File: config.mk
export PLATFORM = sky130hd
export DESIGN_NAME = fetch_align_flat
export DESIGN_NICKNAME = d
export VERILOG_FILES = /design/src/rtl/fetch_align_pkg.sv /design/src/rtl/fetch_align_if.sv /design/src/rtl/fetch_align_align_queue.sv /design/src/rtl/fetch_align.sv /design/src/flat_wrapper.sv
export SDC_FILE = /design/constraint.sdc
export NUM_CORES = 1
export LEC_CHECK = 0
export BUFFER_PORTS_ARGS = -buffer_cell sky130_fd_sc_hd__buf_2
export CORE_UTILIZATION = 35
export DETAILED_ROUTE_END_ITERATION = 12
export REMOVE_ABC_BUFFERS = 1
export SYNTH_ARGS = -nofsm -noshare
export SYNTH_HDL_FRONTEND = slang
export SYNTH_HIERARCHICAL = 1
export SYNTH_SLANG_ARGS = --single-unit
File: constraint.sdc
create_clock -name clock -period 6.02 [get_ports clock]
set_clock_uncertainty 0.15 [all_clocks]
set_input_delay 0.301 -clock clock [delete_from_list [all_inputs] [get_ports clock]]
set_output_delay 0.301 -clock clock [all_outputs]
set_load 0.01 [all_outputs]
File: src/rtl/fetch_align_pkg.sv
// fetch_align_pkg: shared types and constants for the fetch aligner.
//   halfword_type       16-bit queue payload
//   rvc_full_opcode     low two bits marking a 32-bit instruction
//   fetch_align_in_type / fetch_align_out_type  bundled port payloads
// Optional feature macro: FETCH_FAULT_EN adds a per-entry fault bit.
package fetch_align_pkg;

  localparam int unsigned XLEN = 32;
  localparam int unsigned HW_W = 16;

  typedef logic [HW_W-1:0] halfword_type;

  localparam logic [1:0] rvc_full_opcode = 2'b11;

`ifdef FETCH_FAULT_EN
  localparam int unsigned ENTRY_W = HW_W + 1;
`else
  localparam int unsigned ENTRY_W = HW_W;
`endif

  typedef struct packed {
    logic            fetch_valid;
    logic [XLEN-1:0] fetch_addr;
    logic [XLEN-1:0] fetch_data;
`ifdef FETCH_FAULT_EN
    logic            fetch_fault;
`endif
    logic            align_ready;
  } fetch_align_in_type;

  typedef struct packed {
    logic            fetch_ready;
    logic            align_valid;
    logic [XLEN-1:0] align_instr;
    logic [XLEN-1:0] align_pc;
    logic            align_rvc;
`ifdef FETCH_FAULT_EN
    logic            align_fault;
`endif
  } fetch_align_out_type;

endpackage

File: src/rtl/fetch_align_if.sv
// fetch_align_if: fetch-word input and aligned-instruction output bundle.
//   fetch_valid/fetch_addr/fetch_data/fetch_ready  fetch side handshake
//   align_valid/align_ready/align_instr/align_pc/align_rvc  decode side
//   slave modport = aligner, master modport = its environment
// Optional feature macro: FETCH_FAULT_EN adds fetch_fault / align_fault.
interface fetch_align_if;

  logic        fetch_valid;
  logic [31:0] fetch_addr;
  logic [31:0] fetch_data;
  logic        fetch_ready;
  logic        align_valid;
  logic        align_ready;
  logic [31:0] align_instr;
  logic [31:0] align_pc;
  logic        align_rvc;
`ifdef FETCH_FAULT_EN
  logic        fetch_fault;
  logic        align_fault;
`endif

`ifdef FETCH_FAULT_EN
  modport slave (
    input  fetch_valid, fetch_addr, fetch_data, fetch_fault, align_ready,
    output fetch_ready, align_valid, align_instr, align_pc, align_rvc, align_fault
  );
  modport master (
    output fetch_valid, fetch_addr, fetch_data, fetch_fault, align_ready,
    input  fetch_ready, align_valid, align_instr, align_pc, align_rvc, align_fault
  );
`else
  modport slave (
    input  fetch_valid, fetch_addr, fetch_data, align_ready,
    output fetch_ready, align_valid, align_instr, align_pc, align_rvc
  );
  modport master (
    output fetch_valid, fetch_addr, fetch_data, align_ready,
    input  fetch_ready, align_valid, align_instr, align_pc, align_rvc
  );
`endif

endinterface

File: src/rtl/fetch_align_align_queue.sv
// align_queue: circular buffer of WIDTH-bit entries, push 1 or 2 and pop
// 1 or 2 per cycle. Caller guarantees room on push and data on pop.
//   clock, reset       clock, synchronous active-high reset
//   clear              empty the buffer (pointers and count to zero)
//   push_en/push_two   write push_data0 (and push_data1 when push_two)
//   pop_en/pop_two     drop one (or two) entries from the head
//   count              number of valid entries, 0..DEPTH
//   head0/head1        entry at head and the one after it
module align_queue #(
  parameter int unsigned DEPTH = 8,
  parameter int unsigned WIDTH = 16,
  parameter int unsigned CW    = $clog2(DEPTH + 1)
) (
  input  logic             clock,
  input  logic             reset,
  input  logic             clear,
  input  logic             push_en,
  input  logic             push_two,
  input  logic [WIDTH-1:0] push_data0,
  input  logic [WIDTH-1:0] push_data1,
  input  logic             pop_en,
  input  logic             pop_two,
  output logic [CW-1:0]    count,
  output logic [WIDTH-1:0] head0,
  output logic [WIDTH-1:0] head1
);

  localparam int unsigned PW = (DEPTH > 1) ? $clog2(DEPTH) : 1;

  logic [WIDTH-1:0] mem_q [DEPTH];
  logic [WIDTH-1:0] mem_d [DEPTH];
  logic [PW-1:0]    head_q, head_d;
  logic [PW-1:0]    tail_q, tail_d;
  logic [CW-1:0]    count_q, count_d;
  logic [1:0]       n_push, n_pop;

  // Pointer advance that wraps modulo DEPTH (DEPTH need not be a power of 2).
  function automatic logic [PW-1:0] ptr_add(input logic [PW-1:0] p, input logic [1:0] inc);
    int unsigned s;
    s = 32'(p) + 32'(inc);
    if (s >= DEPTH) s = s - DEPTH;
    return PW'(s);
  endfunction

  // Next-state for storage, pointers and occupancy.
  always_comb begin
    mem_d   = mem_q;
    head_d  = head_q;
    tail_d  = tail_q;
    count_d = count_q;
    n_push  = push_en ? (push_two ? 2'd2 : 2'd1) : 2'd0;
    n_pop   = pop_en  ? (pop_two  ? 2'd2 : 2'd1) : 2'd0;
    if (clear) begin
      head_d  = '0;
      tail_d  = '0;
      count_d = '0;
    end else begin
      if (push_en) begin
        mem_d[tail_q] = push_data0;
        if (push_two) mem_d[ptr_add(tail_q, 2'd1)] = push_data1;
        tail_d = ptr_add(tail_q, n_push);
      end
      if (pop_en) head_d = ptr_add(head_q, n_pop);
      count_d = count_q + CW'(n_push) - CW'(n_pop);
    end
  end

  always_ff @(posedge clock) begin
    if (reset) begin
      head_q  <= '0;
      tail_q  <= '0;
      count_q <= '0;
      for (int i = 0; i < int'(DEPTH); i++) mem_q[i] <= '0;
    end else begin
      head_q  <= head_d;
      tail_q  <= tail_d;
      count_q <= count_d;
      mem_q   <= mem_d;
    end
  end

  assign count = count_q;
  assign head0 = mem_q[head_q];
  assign head1 = mem_q[ptr_add(head_q, 2'd1)];

endmodule

File: src/rtl/fetch_align.sv
// fetch_align: splits 32-bit fetch words into halfwords and hands out one
// RISC-V instruction (16-bit RVC or 32-bit, possibly straddling two words)
// per handshake together with its PC. A flush redirects to flush_pc and
// discards queued and stale fetch data.
//   clock, reset        clock, synchronous active-high reset
//   flush, flush_pc     redirect request and new PC (bit 0 ignored)
//   bus (slave)         fetch_* input handshake, align_* output handshake
// Optional feature macro: FETCH_FAULT_EN (fetch_fault in, align_fault out).
module fetch_align
  import fetch_align_pkg::*;
#(
  parameter int unsigned DEPTH    = 8,
  parameter logic [31:0] RESET_PC = 32'h0
) (
  input  logic        clock,
  input  logic        reset,
  input  logic        flush,
  input  logic [31:0] flush_pc,
  fetch_align_if.slave bus
);

  localparam int unsigned CW = $clog2(DEPTH + 1);

  fetch_align_in_type  in_s;
  fetch_align_out_type out_s;

  logic [CW-1:0]      q_count;
  logic [ENTRY_W-1:0] q_head0, q_head1;
  logic [ENTRY_W-1:0] push_data0, push_data1;
  logic               fetch_ready_c, accept, push_two;
  logic               rvc, dec_valid, pop, pop_two;
  logic [31:0]        head_pc_q, head_pc_d;
  logic [31:0]        exp_pc_q, exp_pc_d;
  logic [31:0]        flush_target;
  halfword_type       head_hw, next_hw, lo_hw, hi_hw;
  logic               unused_bits;
`ifdef FETCH_FAULT_EN
  logic               head_fault, next_fault;
`endif

  // Gather interface inputs into one payload.
  always_comb begin
    in_s             = '0;
    in_s.fetch_valid = bus.fetch_valid;
    in_s.fetch_addr  = bus.fetch_addr;
    in_s.fetch_data  = bus.fetch_data;
`ifdef FETCH_FAULT_EN
    in_s.fetch_fault = bus.fetch_fault;
`endif
    in_s.align_ready = bus.align_ready;
  end

  assign flush_target = {flush_pc[31:1], 1'b0};
  assign unused_bits  = ^{in_s.fetch_addr[1:0], flush_pc[0]};

  // Fetch acceptance: room for a full word, no redirect, expected address.
  always_comb begin
    fetch_ready_c = (q_count <= CW'(DEPTH - 2)) && !flush;
    accept        = in_s.fetch_valid && fetch_ready_c &&
                    (in_s.fetch_addr[31:2] == exp_pc_q[31:2]);
    // A misaligned restart keeps only the upper halfword of the first word.
    push_two      = !exp_pc_q[1];
    lo_hw         = in_s.fetch_data[15:0];
    hi_hw         = in_s.fetch_data[31:16];
`ifdef FETCH_FAULT_EN
    push_data0    = {in_s.fetch_fault, (push_two ? lo_hw : hi_hw)};
    push_data1    = {in_s.fetch_fault, hi_hw};
`else
    push_data0    = push_two ? lo_hw : hi_hw;
    push_data1    = hi_hw;
`endif
  end

  // Instruction length decode at the queue head.
  always_comb begin
    head_hw = q_head0[HW_W-1:0];
    next_hw = q_head1[HW_W-1:0];
    rvc     = (head_hw[1:0] != rvc_full_opcode);
`ifdef FETCH_FAULT_EN
    head_fault = q_head0[HW_W];
    next_fault = q_head1[HW_W];
    // A faulting head is emitted alone so it never waits for a second word.
    if (head_fault) rvc = 1'b1;
`endif
    dec_valid = rvc ? (q_count >= CW'(1)) : (q_count >= CW'(2));
    pop       = dec_valid && in_s.align_ready && !flush;
    pop_two   = !rvc;
  end

  // Output payload.
  always_comb begin
    out_s             = '0;
    out_s.fetch_ready = fetch_ready_c;
    out_s.align_valid = dec_valid;
    out_s.align_instr = rvc ? {16'h0000, head_hw} : {next_hw, head_hw};
    out_s.align_pc    = head_pc_q;
    // Empty queue reports a 32-bit-style idle value.
    out_s.align_rvc   = rvc && (q_count != '0);
`ifdef FETCH_FAULT_EN
    out_s.align_fault = rvc ? head_fault : (head_fault | next_fault);
`endif
  end

  // PC tracking: head PC advances on pop, expected fetch PC on accept.
  always_comb begin
    head_pc_d = head_pc_q;
    exp_pc_d  = exp_pc_q;
    if (flush) begin
      head_pc_d = flush_target;
      exp_pc_d  = flush_target;
    end else begin
      if (pop)    head_pc_d = head_pc_q + (pop_two ? 32'd4 : 32'd2);
      if (accept) exp_pc_d  = {exp_pc_q[31:2] + 30'd1, 2'b00};
    end
  end

  always_ff @(posedge clock) begin
    if (reset) begin
      head_pc_q <= RESET_PC;
      exp_pc_q  <= RESET_PC;
    end else begin
      head_pc_q <= head_pc_d;
      exp_pc_q  <= exp_pc_d;
    end
  end

  align_queue #(
    .DEPTH (DEPTH),
    .WIDTH (ENTRY_W),
    .CW    (CW)
  ) u_queue (
    .clock      (clock),
    .reset      (reset),
    .clear      (flush),
    .push_en    (accept),
    .push_two   (push_two),
    .push_data0 (push_data0),
    .push_data1 (push_data1),
    .pop_en     (pop),
    .pop_two    (pop_two),
    .count      (q_count),
    .head0      (q_head0),
    .head1      (q_head1)
  );

  assign bus.fetch_ready = out_s.fetch_ready;
  assign bus.align_valid = out_s.align_valid;
  assign bus.align_instr = out_s.align_instr;
  assign bus.align_pc    = out_s.align_pc;
  assign bus.align_rvc   = out_s.align_rvc;
`ifdef FETCH_FAULT_EN
  assign bus.align_fault = out_s.align_fault;
`endif

endmodule
File: src/flat_wrapper.sv
// flat-port wrapper written by rule: the top's interface ports become plain ports
module fetch_align_flat import fetch_align_pkg::*;
#(
  parameter int unsigned DEPTH    = 8,
  parameter logic [31:0] RESET_PC = 32'h0
)
  (clock, reset, flush, flush_pc, bus_fetch_valid, bus_fetch_addr, bus_fetch_data, bus_align_ready, bus_fetch_ready, bus_align_valid, bus_align_instr, bus_align_pc, bus_align_rvc);
  fetch_align_if bus_i ();
  input  logic clock;
  input  logic reset;
  input  logic flush;
  input  logic [31:0] flush_pc;
  input wire logic [$bits(bus_i.fetch_valid)-1:0] bus_fetch_valid;
  input wire logic [$bits(bus_i.fetch_addr)-1:0] bus_fetch_addr;
  input wire logic [$bits(bus_i.fetch_data)-1:0] bus_fetch_data;
  input wire logic [$bits(bus_i.align_ready)-1:0] bus_align_ready;
  output wire logic [$bits(bus_i.fetch_ready)-1:0] bus_fetch_ready;
  output wire logic [$bits(bus_i.align_valid)-1:0] bus_align_valid;
  output wire logic [$bits(bus_i.align_instr)-1:0] bus_align_instr;
  output wire logic [$bits(bus_i.align_pc)-1:0] bus_align_pc;
  output wire logic [$bits(bus_i.align_rvc)-1:0] bus_align_rvc;
  assign bus_i.fetch_valid = bus_fetch_valid;
  assign bus_i.fetch_addr = bus_fetch_addr;
  assign bus_i.fetch_data = bus_fetch_data;
  assign bus_i.align_ready = bus_align_ready;
  assign bus_fetch_ready = bus_i.fetch_ready;
  assign bus_align_valid = bus_i.align_valid;
  assign bus_align_instr = bus_i.align_instr;
  assign bus_align_pc = bus_i.align_pc;
  assign bus_align_rvc = bus_i.align_rvc;
  fetch_align #(.DEPTH(DEPTH), .RESET_PC(RESET_PC)) u_core (.clock(clock), .reset(reset), .flush(flush), .flush_pc(flush_pc), .bus(bus_i));
endmodule
==> flow_results.xml <==
<?xml version="1.0" encoding="UTF-8"?>
<metrics>
  <group name="power">
    <metric name="power.total" unit="mW">2.99</metric>
    <metric name="cellPowerDensity" unit="nW/um2">204</metric>
    <metric name="leakage" unit="nW">5.37</metric>
    <metric name="peak_supply_drop" unit="uV">214</metric>
  </group>
  <group name="timing">
    <metric name="slew_headroom" unit="%">14.7</metric>
    <metric name="achievable-frequency" unit="MHz">219</metric>
    <metric name="rsz_0062_raised_after_global_routing" unit="">false</metric>
    <metric name="timing_worst_slew_pin_value" unit="ns">1.28</metric>
    <metric name="finalSetupViolCount" unit="">0</metric>
    <metric name="min_period_over_period" unit="%">76.0</metric>
    <metric name="holdWs" unit="ns">0.0238</metric>
    <metric name="timing_max_transition_violations_final" unit="">0</metric>
    <metric name="fin_setup_tns" unit="ns">0</metric>
    <metric name="finalCriticalPeriod" unit="ns">4.57</metric>
    <metric name="final_hold_violation_count" unit="">0</metric>
  </group>
  <group name="worst_hold_path">
    <metric name="endpoint_with_the_worst_hold_slack" unit="">u_core/bus.align_pc[6]$_SDFFE_PP0P_</metric>
    <metric name="min_path_type" unit="">primary input to flip-flop</metric>
    <metric name="worstHoldStart" unit="">flush_pc[6]</metric>
    <metric name="min_delay_path_depth" unit="">3</metric>
  </group>
  <group name="route">
    <metric name="drt-total-wl" unit="um">43700</metric>
    <metric name="routed-wl-met3" unit="um">4300</metric>
    <metric name="detail_route.vias_per_cell" unit="">6.18</metric>
    <metric name="drc_errors" unit="">0</metric>
    <metric name="top_layer" unit="">met5</metric>
    <metric name="drtAntennaViolNets" unit="">0</metric>
    <metric name="drtPass1Iterations" unit="">7</metric>
    <metric name="per_cell_routed_wire_length" unit="um">23.0</metric>
    <metric name="met2WireLength" unit="um">19700</metric>
    <metric name="drt_iter0_drc" unit="">1200</metric>
    <metric name="met1Wirelength" unit="um">18600</metric>
    <metric name="vias" unit="">11700</metric>
  </group>
  <group name="cts">
    <metric name="clock_tree.buffer_depth" unit="">2</metric>
    <metric name="cts_made_buffers" unit="">17</metric>
    <metric name="clock_latency_of_the_later_clocked_register_in_the_worst_skew_pair" unit="ns">0.46</metric>
    <metric name="ctsHtreeMaxLevel" unit="">4</metric>
    <metric name="cts_tree" unit="">yes</metric>
    <metric name="ctsResizeCount" unit="">0</metric>
    <metric name="cts.root.buffer_cell" unit="">clkbuf_16</metric>
    <metric name="cts.sink_count" unit="">200</metric>
    <metric name="clock_pin_slew_worst_setup_and_hold_paths" unit="ns">0.08</metric>
    <metric name="cts_post_setup_buffers_inserted" unit="">0</metric>
  </group>
  <group name="yosys">
    <metric name="postSynthAreaPerCell" unit="um2">9.64</metric>
    <metric name="synth_seq_area_share" unit="%">31.3</metric>
    <metric name="post_synth_edffs" unit="">0</metric>
    <metric name="post-synth-top-area-fraction" unit="%">31.3</metric>
    <metric name="distinct_cell_type_count_after_synthesis" unit="">78</metric>
    <metric name="synthesis.area" unit="um2">12800</metric>
    <metric name="synth-seq-cells" unit="">200</metric>
    <metric name="ys_async_sr_fraction" unit="%">0</metric>
    <metric name="post_synth_main_area_contributors" unit="">dfxtp_1 31%, mux4_2 11%, o221a_2 9.1%</metric>
    <metric name="synth_top_cell_by_area" unit="">dfxtp_1</metric>
    <metric name="ys_warn_count" unit="">6</metric>
    <metric name="synthesis.instances" unit="">1329</metric>
    <metric name="synth_ff_type" unit="">dfxtp_1</metric>
  </group>
  <group name="die">
    <metric name="die_w" unit="um">193</metric>
    <metric name="coreArea" unit="um2">35800</metric>
    <metric name="placementRows" unit="">69</metric>
    <metric name="initial_core_util" unit="%">35.7</metric>
    <metric name="floorplan.die.height" unit="um">193</metric>
    <metric name="io_pins" unit="">168</metric>
    <metric name="die_area" unit="um2">37400</metric>
  </group>
  <group name="layout">
    <metric name="area_growth_syn_to_layout" unit="%">14.6</metric>
    <metric name="fin_nets" unit="">1541</metric>
    <metric name="layout-drive-gt1-share" unit="%">33.2</metric>
  </group>
  <group name="worst_setup_path">
    <metric name="worst-endpoint-arrival" unit="ns">4.78</metric>
    <metric name="critical_setup_path_kind" unit="">flip-flop to flip-flop</metric>
    <metric name="timing.critical_path.cells" unit="">mux4_2 -&gt; mux2_2 -&gt; a21boi_0 -&gt; or2_2 -&gt; nand2_1 -&gt; nor2_1 -&gt; and2_1 -&gt; fa_1 -&gt; inv_1 -&gt; ha_1 -&gt; a21o_1 -&gt; a21oi_1 -&gt; xnor2_1 -&gt; nor2_1</metric>
    <metric name="critPathMaxStageDelay" unit="ns">0.93</metric>
    <metric name="setup.reg_to_reg.worst_slack" unit="ns">1.45</metric>
    <metric name="cp_slowest_cell" unit="">dfxtp_1</metric>
    <metric name="critical_path.endpoint_type" unit="">flip-flop</metric>
    <metric name="r2r_cells" unit="">14</metric>
    <metric name="cp_common_cell" unit="">nor2_1</metric>
    <metric name="r2r_end" unit="">u_core/u_queue/count[3]$_SDFF_PP0_</metric>
    <metric name="timing.rr.start" unit="">u_core/u_queue/head_q[1]$_SDFFE_PP0P_</metric>
    <metric name="timing.critical_path.fanout_max" unit="">17</metric>
    <metric name="cp.required" unit="ns">6.22</metric>
    <metric name="critPathLaunchType" unit="">flip-flop</metric>
  </group>
  <group name="place">
    <metric name="detailed_place_hpwl" unit="um">27000</metric>
    <metric name="gp_congestion" unit="">0.843</metric>
    <metric name="io_buffer_count" unit="">163</metric>
  </group>
  <group name="global_routing">
    <metric name="grt_pass1_vias" unit="">11100</metric>
    <metric name="global_route.overflow_total" unit="">0</metric>
    <metric name="first_pass_grt_wire_length" unit="um">66700</metric>
    <metric name="grt_usage" unit="%">23.1</metric>
    <metric name="grt_max_degree" unit="">93</metric>
    <metric name="grt_antenna_before_repair" unit="">4</metric>
  </group>
  <group name="run_status">
    <metric name="status" unit="">finished clean</metric>
  </group>
  <group name="job">
    <metric name="max_cap_viol_count" unit="">0</metric>
  </group>
</metrics>
==> sequential cells by signal, summed over array words and instances (netlist names) <==
name / flops
u_core/u_queue/count: 4
u_core/bus.align_pc: 31
u_core/u_queue/head_q: 3
u_core/u_queue/tail_q: 3
u_core/u_queue/mem_q: 128
u_core/exp_pc_q: 31
==> worst max-delay path, delay by kind of cell, from the launching register on <==
kind                       cells  cell delay [ns]
and+or+nand+nor                5             1.04
DFF                            1             0.93
muxes                          2             0.73
adders and majority gates      2             0.70
AOI/OAI and AO/OA              3             0.69
xor gates and xnor gates       1             0.13
buffers and inverters          1             0.08
==> cells in the final DEF (no fill, tap or decap), drive strengths merged, types with 10 or more instances in the layout <==
cell type / count
nand2: 69
ha: 11
o221a: 118
or3: 14
nand2b: 22
o31a: 10
buf: 186
and3: 25
a21boi: 13
nor2: 64
a311oi: 13
nor2b: 24
inv: 43
and2: 15
xor2: 15
a31oi: 16
clkbuf: 17
mux4: 64
nor3: 23
nand4: 31
nor4: 10
mux2i: 13
a21oi: 153
xnor2: 50
nand3: 33
dlygate4sd3: 18
mux2: 53
o21ai: 15
dfxtp: 200
==> cell type report <==
| cell class | count | area, um2 |
|---|---|---|
| fill | 3514 | 21100 |
| inverter | 39 | 146 |
| clock buffer | 17 | 425 |
| timing repair buffer | 204 | 1170 |
| tap | 461 | 577 |
| clock inverter | 15 | 239 |
| sequential | 200 | 4010 |
| antenna | 2 | 5.00 |
| multi-input combinational | 963 | 8110 |
==> cells in the mapped netlist, types with 14 or more instances <==
cell and instances:
xnor2_1 48, o221a_1 14, buf_2 22, dfxtp_1 200
and3_1 25, mux4_2 64, inv_1 38, nor2b_1 24
a31oi_1 16, nand2_1 69, nand2b_1 21, xor2_1 14
clkbuf_1 75, a21oi_1 151, nand4_1 30, o221a_2 104
nor3_1 21, o21ai_0 15, and2_1 14, mux2_2 53
nor2_1 64, nand3_1 32, buf_1 16
==> per-stage QoR <==
stage	cells	util, %	worst slack, ns	cell area, um2
floorplan	1202	-	-0.260	12200
global placement	1849	38.6	1.52	13800
detailed placement	1849	38.6	1.51	13800
CTS	1899	41.0	1.49	14700
global route	1899	41.0	1.25	14700
finish	1901	41.0	1.45	14700
==> report_power, final <==
group,internal [mW],total (mW),switching [mW]
Combinational,0.124,0.279,0.155
Clock,0.718,1.32,0.606
Sequential,1.35,1.39,0.0391
==> logic make-up after synthesis <==
family | after synthesis | synth area share [%]
compound gates | 392 | 24.3
xor+xnor | 65 | 4.62
fa+ha+maj | 16 | 1.78
buf+inv | 166 | 5.70
flops | 200 | 31.3
mux | 130 | 16.9
other cells | 1 | 0.0293
simple gates | 359 | 15.4
==> how the worst max path moves through the flow <==
stage / cells after the start / to / from / slack, ns
floorplan: 14 / u_core/u_queue/count[3]$_SDFF_PP0_ / u_core/u_queue/head_q[0]$_SDFFE_PP0P_ / -0.26
global placement: 14 / u_core/u_queue/count[3]$_SDFF_PP0_ / u_core/u_queue/head_q[1]$_SDFFE_PP0P_ / 1.52
detailed placement: 14 / u_core/u_queue/count[3]$_SDFF_PP0_ / u_core/u_queue/head_q[1]$_SDFFE_PP0P_ / 1.51
CTS: 14 / u_core/u_queue/count[3]$_SDFF_PP0_ / u_core/u_queue/head_q[1]$_SDFFE_PP0P_ / 1.49
global route: 14 / u_core/u_queue/count[3]$_SDFF_PP0_ / u_core/u_queue/head_q[1]$_SDFFE_PP0P_ / 1.25
finish: 14 / u_core/u_queue/count[3]$_SDFF_PP0_ / u_core/u_queue/head_q[1]$_SDFFE_PP0P_ / 1.45
==> layer usage <==
layer | vias up | GRT usage (%)
met1 | 5736 | 32.1
met3 | 75 | 4.52
li1 | 5315 | -
met5 | - | 0
met4 | 4 | 8.36
met2 | 617 | 35.4
==> what timing repair did <==
| item | in CTS | in global routing |
|---|---|---|
| endpoints found under the setup margin | 0 | 0 |
| hold buffers | 18 | 0 |
| endpoints found under the hold margin | 23 | 0 |
(Power assumes the default switching activity.)
